$ cat src/rtl/jt89_regs_if.sv
// Host write bus of the JT89 register file: CPU data byte, write strobe and READY.
interface jt89_regs_if;
    localparam int unsigned DW = 8;

    logic [DW-1:0] din;
    logic          wr_n;
    logic          ready;

    modport master (output din, output wr_n, input  ready);
    modport slave  (input  din, input  wr_n, output ready);
endinterface

$ cat src/rtl/jt89_regs.sv
// JT89 (SN76489-compatible) register file: latch/data byte decode, tone/volume/noise
// registers, READY back-pressure and noise LFSR reset request.
module jt89_regs #(
    parameter int unsigned READY_CYCLES = 32
) (
    input  logic        clk,
    input  logic        rst,
    input  logic        clk_en,
    jt89_regs_if.slave  bus,
    output logic [9:0]  tone0,
    output logic [9:0]  tone1,
    output logic [9:0]  tone2,
    output logic [3:0]  vol0,
    output logic [3:0]  vol1,
    output logic [3:0]  vol2,
    output logic [3:0]  vol3,
    output logic [2:0]  ctrl3,
    output logic        noise_rst
);
    localparam int unsigned TW    = 10;
    localparam int unsigned VW    = 4;
    localparam int unsigned CW    = 3;
    localparam int unsigned IW    = 3;
    localparam int unsigned CNT_W = (READY_CYCLES > 0) ? $clog2(READY_CYCLES + 1) : 1;

    logic [TW-1:0]    tone0_q, tone0_d, tone1_q, tone1_d, tone2_q, tone2_d;
    logic [VW-1:0]    vol0_q, vol0_d, vol1_q, vol1_d, vol2_q, vol2_d, vol3_q, vol3_d;
    logic [CW-1:0]    ctrl3_q, ctrl3_d;
    logic [IW-1:0]    idx_q, idx_d;
    logic             noise_rst_q, noise_rst_d;
    logic             ready_q, ready_d;
    logic             wr_n_q, wr_n_d;
    logic [CNT_W-1:0] cnt_q, cnt_d;
    logic             accept;
    logic [IW-1:0]    tgt;

    // Latch bytes replace the low nibble of a tone, data bytes replace the upper six bits.
    function automatic logic [TW-1:0] tone_upd(input logic [TW-1:0] t, input logic [7:0] b);
        return b[7] ? {t[9:4], b[3:0]} : {b[5:0], t[3:0]};
    endfunction

    // Write detect, register decode, noise reset request and READY counter.
    always_comb begin
        wr_n_d      = bus.wr_n;
        tone0_d     = tone0_q;
        tone1_d     = tone1_q;
        tone2_d     = tone2_q;
        vol0_d      = vol0_q;
        vol1_d      = vol1_q;
        vol2_d      = vol2_q;
        vol3_d      = vol3_q;
        ctrl3_d     = ctrl3_q;
        idx_d       = idx_q;
        noise_rst_d = noise_rst_q;
        cnt_d       = cnt_q;
        accept      = ~bus.wr_n & wr_n_q & ready_q;
        tgt         = bus.din[7] ? bus.din[6:4] : idx_q;

        if (clk_en) begin
            noise_rst_d = 1'b0;
            if (cnt_q != '0) begin
                cnt_d = cnt_q - CNT_W'(1);
            end
        end

        if (accept) begin
            if (bus.din[7]) begin
                idx_d = tgt;
            end
            case (tgt)
                3'd0: tone0_d = tone_upd(tone0_q, bus.din);
                3'd1: vol0_d  = bus.din[3:0];
                3'd2: tone1_d = tone_upd(tone1_q, bus.din);
                3'd3: vol1_d  = bus.din[3:0];
                3'd4: tone2_d = tone_upd(tone2_q, bus.din);
                3'd5: vol2_d  = bus.din[3:0];
                3'd6: begin
                    ctrl3_d     = bus.din[2:0];
                    noise_rst_d = 1'b1;
                end
                default: vol3_d = bus.din[3:0];
            endcase
            // A write edge loads the counter; a coincident clk_en does not count.
            if (READY_CYCLES != 0) begin
                cnt_d = CNT_W'(READY_CYCLES);
            end
        end

        ready_d = (cnt_d == '0);
    end

    // State registers with synchronous reset.
    always_ff @(posedge clk) begin
        if (rst) begin
            tone0_q     <= '0;
            tone1_q     <= '0;
            tone2_q     <= '0;
            vol0_q      <= '1;
            vol1_q      <= '1;
            vol2_q      <= '1;
            vol3_q      <= '1;
            ctrl3_q     <= '0;
            idx_q       <= '0;
            noise_rst_q <= 1'b0;
            ready_q     <= 1'b1;
            wr_n_q      <= 1'b0;
            cnt_q       <= '0;
        end else begin
            tone0_q     <= tone0_d;
            tone1_q     <= tone1_d;
            tone2_q     <= tone2_d;
            vol0_q      <= vol0_d;
            vol1_q      <= vol1_d;
            vol2_q      <= vol2_d;
            vol3_q      <= vol3_d;
            ctrl3_q     <= ctrl3_d;
            idx_q       <= idx_d;
            noise_rst_q <= noise_rst_d;
            ready_q     <= ready_d;
            wr_n_q      <= wr_n_d;
            cnt_q       <= cnt_d;
        end
    end

    assign tone0     = tone0_q;
    assign tone1     = tone1_q;
    assign tone2     = tone2_q;
    assign vol0      = vol0_q;
    assign vol1      = vol1_q;
    assign vol2      = vol2_q;
    assign vol3      = vol3_q;
    assign ctrl3     = ctrl3_q;
    assign noise_rst = noise_rst_q;
    assign bus.ready = ready_q;
endmodule

$ cat src/flat_wrapper.sv
// flat-port wrapper written by rule: the top's interface ports become plain ports
module jt89_regs_flat 
#(
    parameter int unsigned READY_CYCLES = 32
)
  (clk, rst, clk_en, tone0, tone1, tone2, vol0, vol1, vol2, vol3, ctrl3, noise_rst, bus_din, bus_wr_n, bus_ready);
  jt89_regs_if bus_i ();
  input  logic clk;
  input  logic rst;
  input  logic clk_en;
  output logic [9:0] tone0;
  output logic [9:0] tone1;
  output logic [9:0] tone2;
  output logic [3:0] vol0;
  output logic [3:0] vol1;
  output logic [3:0] vol2;
  output logic [3:0] vol3;
  output logic [2:0] ctrl3;
  output logic noise_rst;
  input wire logic [$bits(bus_i.din)-1:0] bus_din;
  input wire logic [$bits(bus_i.wr_n)-1:0] bus_wr_n;
  output wire logic [$bits(bus_i.ready)-1:0] bus_ready;
  assign bus_i.din = bus_din;
  assign bus_i.wr_n = bus_wr_n;
  assign bus_ready = bus_i.ready;
  jt89_regs #(.READY_CYCLES(READY_CYCLES)) u_core (.clk(clk), .rst(rst), .clk_en(clk_en), .bus(bus_i), .tone0(tone0), .tone1(tone1), .tone2(tone2), .vol0(vol0), .vol1(vol1), .vol2(vol2), .vol3(vol3), .ctrl3(ctrl3), .noise_rst(noise_rst));
endmodule
$ cat config.mk
export PLATFORM = sky130hd
export DESIGN_NAME = jt89_regs_flat
export DESIGN_NICKNAME = d
export VERILOG_FILES = /design/src/rtl/jt89_regs_if.sv /design/src/rtl/jt89_regs.sv /design/src/flat_wrapper.sv
export SDC_FILE = /design/constraint.sdc
export NUM_CORES = 1
export LEC_CHECK = 0
export CAP_MARGIN = 20
export CORE_ASPECT_RATIO = 2
export CORE_MARGIN = 3
export CORE_UTILIZATION = 44
export DETAILED_ROUTE_END_ITERATION = 8
export PLACE_DENSITY = 0.75
export SKIP_CTS_REPAIR_TIMING = 1
export SLEW_MARGIN = 5
export SYNTH_ARGS = -nofsm -noshare
export SYNTH_HDL_FRONTEND = slang
export SYNTH_SLANG_ARGS = --single-unit
$ cat constraint.sdc
create_clock -name clk -period 1.55 [get_ports clk]
set_clock_uncertainty 0.05 [all_clocks]
set_input_delay 0.31 -clock clk [delete_from_list [all_inputs] [get_ports clk]]
set_output_delay 0.31 -clock clk [all_outputs]
set_load 0.02 [all_outputs]
**Word-level counts from Yosys, hierarchy flattened**

Cells that the tools add are included.
Widths: inputs -> output; s select.

- Add/sub/neg operators: 1
- Equality and inequality tests: 6
- Muxes and demuxes: 7
- Bitwise gates (word level): 5
- Reductions and logical operators: 16

Operator list:

| cell | number |
|---|---|
| $mux 6 | 3 |
| $reduce_and 3->1 | 6 |
| $reduce_and 2->1 | 6 |
| $eq 3x3->1 const B | 3 |
| $reduce_or 7->1 | 1 |
| $eq 3x2->1 const B | 2 |
| $logic_not 6->1 | 1 |
| $reduce_bool 6->1 | 1 |
| $sub 6x1->6 const B | 1 |
| $eq 3x1->1 const B | 1 |
| $logic_not 3->1 | 1 |
| $mux 1 | 3 |
| $mux 3 | 1 |
| $not 1->1 | 3 |
| $and 1x1->1 | 2 |

- Flip-flop bits (word level): 61
- Word-level logic and storage cells: 51

**Depth between registers and ports, before layout**

- Depth after elaboration: 5
- Depth in mapped cells: 7
- Depth with buffers taken out: 7

**Worst setup path before layout**

OpenSTA, ideal clock, no wires.

- Path type: register to register
- Start point: register u_core.ready_q (netlist: u_core.bus.ready)
- End point: register u_core.tone1_q[4] (netlist: u_core.tone1[4])
- Setup time: 0.128 ns
- Arrival: 1.619 ns
- Path slack: -0.246 ns
- Cell stages (with the launch flop): 7
- Buffers on the path: 1
- Cell sequence: dfxtp_1 > and3b_1 > buf_2 > nor3b_4 > nand3b_2 > mux2i_1 > nor2_1

- Cells in the longest elaborated chain, start to end: 2

Ends and longest elaborated chain:

| what | RTL line | source |
|---|---|---|
| from (decl) | jt89_regs.sv:31 | `logic ready_q, ready_d;` |
| from (signal assigned) | jt89_regs.sv:119 | `ready_q <= ready_d;` |
| $and 1x1->1 | jt89_regs.sv:56 | `accept = ~bus.wr_n & wr_n_q & ready_q;` |
| $reduce_and 3->1 (no source line) | -- |  |
| to (signal assigned) | jt89_regs.sv:110 | `tone1_q <= tone1_d;` |
| to (decl) | jt89_regs.sv:26 | `logic [TW-1:0] tone0_q, tone0_d, tone1_q, tone1_d, tone2_q, tone2_d;` |

No other way between the ends.
A chain may end at the register's enable or synchronous reset.

**Final worst setup path**

- Start point: register u_core.cnt_q[4]
- End point: register u_core.ready_q (netlist: u_core.bus.ready)

- Cells in the longest elaborated chain, start to end: 5
- Elaborated cells on any way between the ends: 6

Ends and longest elaborated chain:

| what | RTL line | source |
|---|---|---|
| from (decl) | jt89_regs.sv:33 | `logic [CNT_W-1:0] cnt_q, cnt_d;` |
| from (signal assigned) | jt89_regs.sv:121 | `cnt_q <= cnt_d;` |
| $sub 6x1->6 or $reduce_bool 6->1 (tied branches) | jt89_regs.sv:62, jt89_regs.sv:61 |  |
| $mux 6 | jt89_regs.sv:61 | `if (cnt_q != '0) begin` |
| $mux 6 (*) | jt89_regs.sv:59 | `if (clk_en) begin` |
| $mux 6 (*) | jt89_regs.sv:66 | `if (accept) begin` |
| $logic_not 6->1 (*) | jt89_regs.sv:89 | `ready_d = (cnt_d == '0);` |

Every way passes the cells marked *; elsewhere a longest branch is shown, timed or not.

==> impl_metrics.tcl <==
set metrics [dict create \
    antenna_found_initial 0 \
    placed_cell_area_sq_um 3540 \
    setup-tns-final_ps -300 \
    drt_iter0_drc 121 \
    hold_viol 0 \
    vias 2207 \
    hold_class "in -> reg" \
    status "finished, violations left" \
    syn_area_per_cell_sq_um 9.54 \
    drv_slew 0 \
    synthFlopType "dfxtp_1" \
    setup_ws_ps -192 \
    crit_buf_inv 0 \
    rsz0062_at_grt "true" \
    final_area_sq_um 3990 \
    worstSetupEndpointType "flip-flop" \
    die_x_um 60.0 \
    drc 0 \
    synthDistinctLibCells 39 \
    path_clk_slew_ps 70 \
    layout.nets 374 \
    cts_buffer_depth 2 \
    crit_path_start_kind "flip-flop" \
    cp_max_fo 2 \
    setup_violations 2 \
    grt_pass1_wl_um 10400 \
    yosys.area.top_type "dfxtp_1" \
    violations "setup timing" \
    cts_sinks 61 \
    wirelength_um 6610 \
    cp_top_family "simple AND/OR/NAND/NOR gates" \
    avgRoutedWirePerCell_um 15.6 \
    async_flop_share_pct 0 \
    grt_max_degree 58 \
    ir_worst_vdd_uv 1250 \
    min_period_ps 1740 \
    powerDensity_nw_per_um2 1120 \
    cts_buffers 9 \
    h-tree-depth 3 \
    synth_area_sq_um 2560 \
    grt_pass1_vias 2153 \
    cts_tree "yes" \
    gp_congestion 0.864 \
    synthTopCellsByArea "dfxtp_1, mux2i_1, nor2_1" \
    finalPower_mw 4.47 \
    vias_per_cell 5.19 \
    max-cap-violations 0 \
    drive_above_1_share_pct 22.7 \
    synth_top_area_share_pct 47.6 \
    dieArea_sq_um 6840 \
    cp.required_ps 1720 \
    firstDrtPassIters 4 \
    synth_edf_count 0 \
    coreArea_sq_um 5520 \
    seq_area_frac_synth_pct 47.6 \
    num_antenna_cells 0 \
    start_util_pct 46.5 \
    core.rowCount 38 \
    dp.cells 408 \
    leakagePower_nw 2.27 \
    synthCells 269 \
    slowest_stage "or4_4" \
    final_util_pct 72.3 \
    synth-seq-cells 61 \
    syn_to_final_growth_pct 55.5 \
    port-buffer-count 62 \
    insertion_delay_ps 330 \
    ant_nets 0 \
    fmax_mhz 574 \
    dpl.hpwl_um 4570 \
    ys_warn_count 0 \
    crit_chain "or3b_4 > or4_4 > nor3_4 > a211oi_4 > a31o_1" \
    post-route-period-util_pct 112 \
    ioPinCount 63 \
    post_layout_nonfiller_instances 425 \
    die_h_um 114 \
    arrival_ps 1910 \
    tightest_slew_ps 278 \
    slew_headroom_pct 81.4 \
    critPathKind "reg -> reg" \
    synth_nets 283 \
    root_buffer "clkbuf_8" \
    grt_overflow 0 \
    hold_ws_ps 189 \
    preCtsSetupSlack_ps -593 \
    crit_path_max_incr_delay_ps 460 \
    track_usage_pct 20.1 \
]
Yosys cell counts (all sizes together) (2+ instances only):
| cell | instances |
|---|---|
| nor3b | 3 |
| o21ai | 4 |
| nand2 | 15 |
| nor3 | 5 |
| nand3 | 10 |
| xnor2 | 2 |
| clkbuf | 15 |
| o31ai | 3 |
| a21oi | 12 |
| dfxtp | 61 |
| a211o | 16 |
| nor2 | 41 |
| nand2b | 2 |
| nor2b | 14 |
| inv | 10 |
| xor2 | 2 |
| mux2i | 29 |
| ha | 2 |
| buf | 5 |
| nor4 | 4 |
| nand3b | 3 |
| a31oi | 3 |
path summary, 6_finish.rpt:
kind | start | cells after the start | slack (ps) | end
worst max-delay path | u_core.cnt_q[4] | 5 | -190 | u_core.bus.ready
worst min-delay path | bus_wr_n | 2 | 190 | u_core.wr_n_q
worst max register to register | u_core.cnt_q[4] | 5 | -190 | u_core.bus.ready
worst min register to register | u_core.tone0[4] | 2 | 410 | u_core.tone0[4]
layout by cell type (no fill, tap or decap), types with 2 or more instances in the layout:
cell / instances
buf_4: 31
inv_2: 2
bufinv_16: 2
nor2_4: 2
nand3_1: 10
xnor2_1: 2
inv_1: 8
a211o_1: 16
nand2_1: 13
dfxtp_1: 58
nor4_4: 3
nand2_4: 2
nor2_1: 39
a21oi_1: 12
xor2_1: 2
buf_12: 5
nor2b_1: 13
dfxtp_2: 2
a31oi_1: 2
nand3b_4: 2
clkdlybuf4s50_1: 5
o21ai_0: 3
clkinv_2: 2
mux2i_1: 29
buf_6: 2
clkbuf_8: 10
o31ai_1: 3
dlymetal6s2s_1: 56
nor3_1: 4
kinds of logic (layout without fill, tap and decap cells):
logic type	Yosys count	in the layout	synth area share [%]
compound gates	41	41	11.7
fa+ha+maj	2	2	0.975
mux	29	29	11.3
flops	61	61	47.6
xor+xnor	4	4	1.37
simple gates	102	102	22.1
buf+inv	30	126	4.93
report_power, final:
part	switching (mW)	internal [mW]
clock network	0.626	0.946
registers	0.0664	1.67
logic	0.589	0.573
registers in the layout (all words and copies together) (netlist names), 4 cells and up:
| name | flops |
|---|---|
| u_core.vol1 | 4 |
| u_core.tone2 | 10 |
| u_core.tone0 | 10 |
| u_core.vol2 | 4 |
| u_core.cnt_q | 6 |
| u_core.vol3 | 4 |
| u_core.vol0 | 4 |
| u_core.tone1 | 10 |
final cells by class:
cell class | instances | area, sq um
Multi-Input combinational cell | 178 | 1310
Clock inverter | 6 | 86.3
Inverter | 10 | 37.5
Tap cell | 60 | 75.1
Sequential cell | 61 | 1230
Timing Repair Buffer | 100 | 1110
Fill cell | 374 | 1530
Clock buffer | 10 | 138
layer usage:
metal / global-route usage (%) / share of wire [%] / up-vias
li1: - / - / 1100
met5: 0 / 0 / -
met4: 6.36 / 1.8 / 0
met3: 5.21 / 3.0 / 10
met1: 22.2 / 38 / 1060
met2: 35.8 / 57 / 37
Power figures use the tool's default switching activity.
